[src/rtl/uart_rx_deserializer_if.sv]
// Parallel result bus of the UART Rx framing stage: received word plus
// per-frame status pulses. Master side is the deserializer.
interface uart_rx_deserializer_if #(
  parameter int DATA_BITS = 8
);
  logic [DATA_BITS-1:0] data_out;
  logic                 data_valid;
  logic                 framing_error;
  logic                 parity_error;

  modport master (
    output data_out,
    output data_valid,
    output framing_error,
    output parity_error
  );

  modport slave (
    input data_out,
    input data_valid,
    input framing_error,
    input parity_error
  );
endinterface

[src/rtl/uart_rx_deserializer.sv]
// UART Rx framing stage: line synchronizer, start-edge detect, strobe-driven
// start/data/stop checks. Define RX_PARITY_EN to add an even-parity bit check.
module uart_rx_deserializer #(
  parameter int DATA_BITS = 8
) (
  input  logic                    clk,
  input  logic                    reset_n,
  input  logic                    serial_in,
  input  logic                    sampling_strobe,
  output logic                    start_detected,
  output logic                    busy,
  uart_rx_deserializer_if.master  rx
);

  localparam int CW = $clog2(DATA_BITS + 1);
  localparam logic [CW-1:0] LAST_BIT = CW'(DATA_BITS - 1);

  localparam logic [2:0] IDLE   = 3'd0;
  localparam logic [2:0] START  = 3'd1;
  localparam logic [2:0] DATA   = 3'd2;
`ifdef RX_PARITY_EN
  localparam logic [2:0] PARITY = 3'd3;
`endif
  localparam logic [2:0] STOP   = 3'd4;

  logic [2:0]           state;
  logic                 rx_meta;
  logic                 rx_sync;
  logic                 rx_prev;
  logic [DATA_BITS-1:0] shreg;
  logic [CW-1:0]        bit_cnt;
  logic                 fall;

  assign fall = rx_prev & ~rx_sync;
  assign busy = (state != IDLE);

`ifdef RX_PARITY_EN
  logic par_bad;

  always_ff @(posedge clk or negedge reset_n) begin
    if (!reset_n) begin
      par_bad         <= 1'b0;
      rx.parity_error <= 1'b0;
    end else begin
      rx.parity_error <= 1'b0;
      // Even parity over data + parity bit; the verdict is held until the
      // stop strobe so it is reported alongside the frame outcome.
      if (state == PARITY && sampling_strobe)
        par_bad <= ^{shreg, rx_sync};
      if (state == STOP && sampling_strobe)
        rx.parity_error <= par_bad;
    end
  end
`else
  assign rx.parity_error = 1'b0;
`endif

  always_ff @(posedge clk or negedge reset_n) begin
    if (!reset_n) begin
      rx_meta          <= 1'b1;
      rx_sync          <= 1'b1;
      rx_prev          <= 1'b1;
      state            <= IDLE;
      shreg            <= '0;
      bit_cnt          <= '0;
      start_detected   <= 1'b0;
      rx.data_out      <= '0;
      rx.data_valid    <= 1'b0;
      rx.framing_error <= 1'b0;
    end else begin
      rx_meta          <= serial_in;
      rx_sync          <= rx_meta;
      rx_prev          <= rx_sync;
      start_detected   <= 1'b0;
      rx.data_valid    <= 1'b0;
      rx.framing_error <= 1'b0;

      case (state)
        IDLE: begin
          // Strobes are ignored here: the generator free-runs between frames.
          if (fall) begin
            start_detected <= 1'b1;
            state          <= START;
          end
        end
        START: begin
          if (sampling_strobe) begin
            if (!rx_sync) begin
              bit_cnt <= '0;
              state   <= DATA;
            end else begin
              state   <= IDLE;
            end
          end
        end
        DATA: begin
          if (sampling_strobe) begin
            shreg   <= {rx_sync, shreg[DATA_BITS-1:1]};
            bit_cnt <= bit_cnt + CW'(1);
            if (bit_cnt == LAST_BIT) begin
`ifdef RX_PARITY_EN
              state <= PARITY;
`else
              state <= STOP;
`endif
            end
          end
        end
`ifdef RX_PARITY_EN
        PARITY: begin
          if (sampling_strobe)
            state <= STOP;
        end
`endif
        STOP: begin
          if (sampling_strobe) begin
            if (rx_sync) begin
              rx.data_out   <= shreg;
              rx.data_valid <= 1'b1;
            end else begin
              rx.framing_error <= 1'b1;
            end
            state <= IDLE;
          end
        end
        default: state <= IDLE;
      endcase
    end
  end

endmodule

[src/flat_wrapper.sv]
// flat-port wrapper written by rule: the top's interface ports become plain ports
module uart_rx_deserializer_flat 
#(
  parameter int DATA_BITS = 8
)
  (clk, reset_n, serial_in, sampling_strobe, start_detected, busy, rx_data_out, rx_data_valid, rx_framing_error, rx_parity_error);
  uart_rx_deserializer_if #(.DATA_BITS(DATA_BITS)) rx_i ();
  input  logic clk;
  input  logic reset_n;
  input  logic serial_in;
  input  logic sampling_strobe;
  output logic start_detected;
  output logic busy;
  output wire logic [$bits(rx_i.data_out)-1:0] rx_data_out;
  output wire logic [$bits(rx_i.data_valid)-1:0] rx_data_valid;
  output wire logic [$bits(rx_i.framing_error)-1:0] rx_framing_error;
  output wire logic [$bits(rx_i.parity_error)-1:0] rx_parity_error;
  assign rx_data_out = rx_i.data_out;
  assign rx_data_valid = rx_i.data_valid;
  assign rx_framing_error = rx_i.framing_error;
  assign rx_parity_error = rx_i.parity_error;
  uart_rx_deserializer #(.DATA_BITS(DATA_BITS)) u_core (.clk(clk), .reset_n(reset_n), .serial_in(serial_in), .sampling_strobe(sampling_strobe), .start_detected(start_detected), .busy(busy), .rx(rx_i));
endmodule
[config.mk]
export PLATFORM = sky130hd
export DESIGN_NAME = uart_rx_deserializer_flat
export DESIGN_NICKNAME = d
export VERILOG_FILES = /design/src/rtl/uart_rx_deserializer_if.sv /design/src/rtl/uart_rx_deserializer.sv /design/src/flat_wrapper.sv
export SDC_FILE = /design/constraint.sdc
export NUM_CORES = 1
export LEC_CHECK = 0
export ABC_AREA = 1
export BUFFER_PORTS_ARGS = -buffer_cell sky130_fd_sc_hd__buf_2
export CAP_MARGIN = 25
export CORE_ASPECT_RATIO = 1.5
export CORE_UTILIZATION = 31
export CTS_CLUSTER_DIAMETER = 30
export DETAILED_ROUTE_END_ITERATION = 10
export RECOVER_POWER = 25
export SLEW_MARGIN = 20
export SYNTH_ARGS = -nofsm -noshare
export SYNTH_HDL_FRONTEND = slang
export SYNTH_SLANG_ARGS = --single-unit
[constraint.sdc]
create_clock -name clk -period 1.2 [get_ports clk]
set_clock_uncertainty 0.05 [all_clocks]
set_input_delay 0.12 -clock clk [delete_from_list [all_inputs] [get_ports clk]]
set_output_delay 0.12 -clock clk [all_outputs]
set_load 0.01 [all_outputs]
==> results of run 1 <==
## synth_stat cells (all sizes together)
master	count	area [sq um]
a21oi	1	5.00
buf	4	41.3
conb	1	3.75
dfrtp	26	651
dfstp	3	78.8
ha	1	12.5
inv	16	60.1
nand2	31	119
nand3	7	45.0
nand4	2	27.5
nor2	9	43.8
nor3	1	5.00
o21ai	20	138
o22ai	1	6.26
## flip-flops by register name, indices dropped and copies added (netlist names)
signal,cells
u_core.rx_meta,1
u_core.rx.framing_error,1
u_core.shreg,8
u_core.rx_sync,1
u_core.rx.data_valid,1
u_core.bit_cnt,4
u_core.rx_prev,1
u_core.state,3
u_core.rx.data_out,8
u_core.start_detected,1
## timing repair
item	CTS	global route
setup buffers	5	2
endpoints found under the setup margin	13	23
resized for setup	6	8
pin swaps	8	6
endpoints found under the hold margin	27	0
hold buffers	2	0
## cells in the final DEF, fill, tap and decap left out, drive strengths merged
| cell | count |
|---|---|
| a21oi | 1 |
| buf | 31 |
| clkbuf | 7 |
| clkinv | 2 |
| conb | 1 |
| dfrtp | 26 |
| dfstp | 3 |
| dlygate4sd3 | 2 |
| ha | 1 |
| inv | 16 |
| nand2 | 31 |
| nand3 | 7 |
| nand4 | 2 |
| nor2 | 9 |
| nor3 | 1 |
| o21ai | 20 |
| o22ai | 1 |
## power by group through the flow
stage | registers, uW | logic [uW] | clock network (uW)
floorplan | 1350 | 538 | 0
global route | 1360 | 1190 | 855
detailed placement | 1330 | 843 | 0
global placement | 1320 | 817 | 0
CTS | 1320 | 1010 | 806
finish | 1330 | 1060 | 763
## layer usage
layer  part of all wire, %  track usage [%]  vias to the layer above  wire [um]
li1                      -                -                      461          -
met1                    40             13.8                      427        967
met2                    54             23.1                       15       1310
met3                   3.6             5.75                        6         88
met4                   2.8             8.42                        0         69
met5                     0                0                        -          0
## worst register-to-register path, stage by stage (launching register included)
cell	delay [ns]
dfrtp_2	0.44
nor2_2	0.13
nand4_1	0.24
nand3_1	0.19
o21ai_2	0.07
## per-stage QoR
step                      power [uW]  instance area [sq um]  setup slack (ns)  hold WS, ns  util (%)
after floorplan                 1880                   1240            0.0368       -0.226         -
after global placement          2140                   1410           -0.0172       0.0916      37.6
after detailed placement        2170                   1410           -0.0366       0.0963      37.6
after CTS                       3130                   1570           -0.0401       0.0956      41.8
after global routing            3400                   1600           -0.0938        0.117      42.7
final                           3150                   1600           -0.0379        0.117      42.7
## cells by family after synthesis
family	after synthesis	share of synthesized area, %
flip-flops	29	59.0
buffers and inverters	20	8.20
other	1	0.303
AO/OA/AOI/OAI	22	12.0
AND/OR/NAND/NOR	50	19.4
adder cells (fa/ha/maj)	1	1.01
## worst paths after layout
kind	depth (start not counted)	end	slack (ns)	startpoint
max in group asynchronous	3	u_core.state[0]	0.13	reset_n
min in group asynchronous	3	u_core.rx.data_out[2]	0.45	reset_n
worst min-delay path	2	u_core.state[2]	0.12	sampling_strobe
worst max register to register	4	u_core.bit_cnt[2]	-0.03	u_core.state[1]
worst min register to register	0	u_core.rx_sync	0.31	u_core.rx_meta
worst max-delay path	3	busy	-0.04	u_core.state[1]
## cell type report
class / instances / area (sq um) / share of cell area, %
flip-flops and latches: 29 / 733 / 45.7
clock buffers: 6 / 72.6 / 4.53
well taps: 43 / 53.8 / 3.36
clock inverters: 2 / 10.0 / 0.625
inverters: 16 / 60.1 / 3.75
multi-input cells: 74 / 427 / 26.6
repair buffers: 34 / 246 / 15.4
==> summary.txt, run 1 <==
Run status
  – Outcome: finished, violations left
  – Failing checks: setup timing

Routing
  – Via/cell ratio: 4.46
  – Routed len/inst: about 12 um
  – Pre-antenna DRT Iters: 4
  – Vias: 909
  – Final antenna-violating net count: 0
  – DR iter-0 viols: 24
  – Routed WL: 2430 um
  – DR DRC count: 0

STA
  – Worst Slack Setup Final: -0.0379 ns
  – Fmax: between 800 and 900 MHz
  – Slew @ Worst Pin: approximately 0.73 ns
  – Slew Viols, Final: 0
  – Period utilization: 103%
  – RSZ-0062 raised after global routing: true
  – Setup violators final: 11
  – Setup TNS Final: -0.270 ns
  – Final min period: 1.24 ns
  – Hold Violations, Final: 0
  – Worst rel slew slack: between 50% and 60%

Pwr
  – Net Sw Frac: 33.5%
  – Logic pwr share: 33.6%
  – NetSw: about 1100 uW
  – Worst VDD drop: 0.712 mV
  – Clock power share: 24.2%
  – Int Pwr: 2100 uW
  – PwrDens: around 2000 mW/mm^2
  – Sequential power share: 42.2%
  – Leak: 0.000815 uW

Global route
  – Initial antenna violation count: 0
  – Vias in the first global route: 921
  – GRT Overall Usage: 13.9%
  – Global-route wire length before repair: 4020 um
  – Pin count of the biggest net entering global routing: 30
  – GRT overflow: 0

Floorplanning
  – Chip width: around 54 um
  – Core ar.: 0.00375 sq mm
  – Die Ht: between 70 and 80 um
  – Initial core utilization: between 30% and 40%
  – Rows: 27
  – Die Area: 0.00425 sq mm
  – I/O Pins: 17

Critical path
  – CP max stage cell: dfrtp_2
  – Critical path buffers and inverters: 1
  – Top delay family on crit path: flip-flops
  – Worst EP arrival: 1.07 ns
  – Crit-path max FO: 3
  – Req. time, crit path: 1.03 ns
  – CP startpoint kind: flop
  – Crit end category: primary output
  – CP Class: flop to primary output
  – Worst path cell trace: nor2_4 -> nand2_2 -> buf_6
  – Slowest stage delay, CP: between 0.4 and 0.5 ns

Synthesis
  – Yosys Warn Count: 0
  – Syn_nets: 128
  – Yosys reg bits: 29
  – Post-synthesis sequential area ratio: 59.0%
  – Post-Syn Instances: 123
  – Cell Area, Synth: 0.00124 sq mm
  – Library cells used by synthesis: 22
  – Syn Area/Cell: 10.1 sq um

Placement
  – Port Buf Inserts: 15
  – Detail Placement HPWL: 1580 um
  – Gpl congestion: ~0.85
  – Cell total after placement: 187

Final layout
  – Final std cells w/o fill: 204
  – Area Overhead vs Synth: 29.7%
  – N_diodes: 0
  – Share of cells above drive strength 1: between 40% and 50%
  – # nets final: 165
  – Layout fillers: 374

Clock tree
  – CTS max path bufs: 2
  – Sink Count: 29
  – CTS tree: done
  – Cts bufs inserted: 5
  – Root Driver: clkbuf_8
  – Reg clk slew, reported paths: ~0.06 ns
  – Clk_lat worst skew: 0.28 ns
  – CTS H-tree depth: 2

Flow run
  – Max-cap violations: 0

Worst hold path
  – Worst hold path type: primary input to flop
(Power assumes the default switching activity.)
==> run 2, diff against run 1 <==
- REMOVE_ABC_BUFFERS: unset -> 1
==> summary.txt, run 2 (synthesis results as in run 1) <==
Run status
  – Outcome: finished, violations left
  – Failing checks: setup timing

Global route
  – Global-route wire length before repair: ~3800 um
  – Global route hottest layer: met2
  – Grt met1 use: between 10% and 20%
  – Pin count of the biggest net entering global routing: 20
  – Initial antenna violation count: 0
  – M2 GR Usage: between 20% and 30%
  – GRT overflow: 0
  – GRT Overall Usage: 12.6%
  – Global-route met3 utilization: 2.87%
  – Vias in the first global route: 940

Final layout
  – Final std cells w/o fill: 202
  – Area Overhead vs Synth: 37.9%
  – N_diodes: 0
  – Commonest non-fill, non-tap cells in the layout: dfrtp_1 (23), nand2_1 (20), inv_1 (14), buf_2 (13), o21ai_2 (12)
  – Area of the multi-input gates: around 480 sq um
  – Share of cells above drive strength 1: 48.4%
  – Commonest non-fill, non-tap cell in the layout: dfrtp_1
  – Register area: 733 sq um
  – # nets final: ~160
  – Top flop regs: u_core.rx.data_out (8), u_core.shreg (8), u_core.bit_cnt (4)
  – Layout fillers: approximately 340

Critical path
  – CP Class: flop to primary output
  – Crit-path max FO: 3
  – Worst EP arrival: 1.10 ns
  – CP startpoint kind: flop
  – R2R depth: 8
  – Crit end category: primary output
  – Req. time, crit path: 1.03 ns

STA
  – Setup violators final: 3
  – Min Hold Slack: 0.116 ns
  – Period utilization: 106%
  – Slew Viols, Final: 0
  – Hold Violations, Final: 0
  – Fmax: approximately 800 MHz
  – RSZ-0062 raised after global routing: true
  – Final min period: 1.27 ns
  – Slew @ Worst Pin: 0.701 ns
  – Worst rel slew slack: 53.3%
  – Worst Slack Setup Final: -0.0695 ns

Floorplanning
  – Core ar.: between 0.003 and 0.004 sq mm
  – Die Area: between 0.004 and 0.005 sq mm
  – Die Ht: 79.3 um
  – Chip width: roughly 54 um
  – Rows: 27
  – I/O Pins: 17
  – Initial core utilization: 33.0%

Routing
  – Routed WL: 2390 um
  – Vias: 958
  – Via/cell ratio: 4.74
  – Final antenna-violating net count: 0
  – DR iter-0 viols: 21
  – DR DRC count: 0
  – Pre-antenna DRT Iters: 4
  – Routed len/inst: 11.8 um

Clock tree
  – CTS tree: done
  – Root Driver: clkbuf_8
  – Reg clk slew, reported paths: 0.06 ns
  – CTS max path bufs: 2
  – Sink Count: 29
  – CTS H-tree depth: 2
  – Clk_lat worst skew: 0.27 ns
  – Cts bufs inserted: 5

Pwr
  – Leak: 0.000846 uW
  – PwrDens: 2010 mW/mm^2
  – Worst VDD drop: 1.16 mV

Worst hold path
  – Hold path cells: 2
  – Worst hold path type: primary input to flop

Flow run
  – Max-cap violations: 0

Placement
  – Port Buf Inserts: 15
  – Cell total after placement: around 190
  – Detail Placement HPWL: between 1500 and 2000 um
  – Gpl congestion: 0.819
[run 2: cell count changes in the layout (fill, tap and decap cells not counted), sizes merged]
cell / previous run / this run
buf: 31 / 28
clkbuf: 7 / 9
clkinv: 2 / 1
[run 2: cell type report]
cell class                      instances  area share (%)
Sequential cell                        29            43.0
Tap cell                               43            3.16
Multi-Input combinational cell         74            28.2
Clock inverter                          1           0.294
Clock buffer                            7            5.65
Timing Repair Buffer                   32            16.2
Inverter                               16            3.52
[run 2: worst max-delay path, stage by stage (launching register included)]
cell and delay, ns:
dfrtp_2 0.44, nor2_4 0.16, nand2_2 0.10, buf_6 0.13
[run 2: worst paths after layout]
kind                       slack (ns)                 to         startpoint
setup / recovery                -0.07               busy    u_core.state[0]
hold / removal                   0.12    u_core.state[2]    sampling_strobe
setup reg to reg                -0.04    u_core.state[1]  u_core.bit_cnt[1]
hold reg to reg                  0.31     u_core.rx_sync     u_core.rx_meta
max in group asynchronous        0.12     u_core.rx_prev            reset_n
min in group asynchronous        0.37  u_core.bit_cnt[2]            reset_n
[run 2: through the flow]
step                      util [%]  instance area, sq um  setup WS [ns]  setup TNS [ns]  power (uW)
after global routing          45.4                  1700         -0.158          -0.820        3650
after detailed placement      37.8                  1420        -0.0513          -0.360        2200
after CTS                     42.5                  1590        -0.0809          -0.139        3210
final                         45.4                  1700        -0.0695          -0.121        3420
after floorplan                  -                  1190         -0.139          -0.825        1850
after global placement        37.8                  1420        -0.0148         -0.0798        2170
[run 2: per-layer routing]
metal | vias to the layer above | part of all wire, %
li1 | 457 | -
met1 | 475 | 38
met2 | 21 | 56
met3 | 5 | 2.9
met4 | 0 | 2.8
met5 | - | 0
[run 2: what timing repair did]
action,in CTS,in global routing
hold buffers,2,0
buffers inserted,3,2
cloned,0,1
endpoints found under the setup margin,22,15
resized for setup,5,26
pin swaps,3,11
endpoints found under the hold margin,29,0
[run 2: report_power, final]
group          switching [uW]  total [uW]  internal, uW
clock                     347         864           517
sequential                179        1360          1180
combinational             600        1200           600
total                    1130        3420          2300
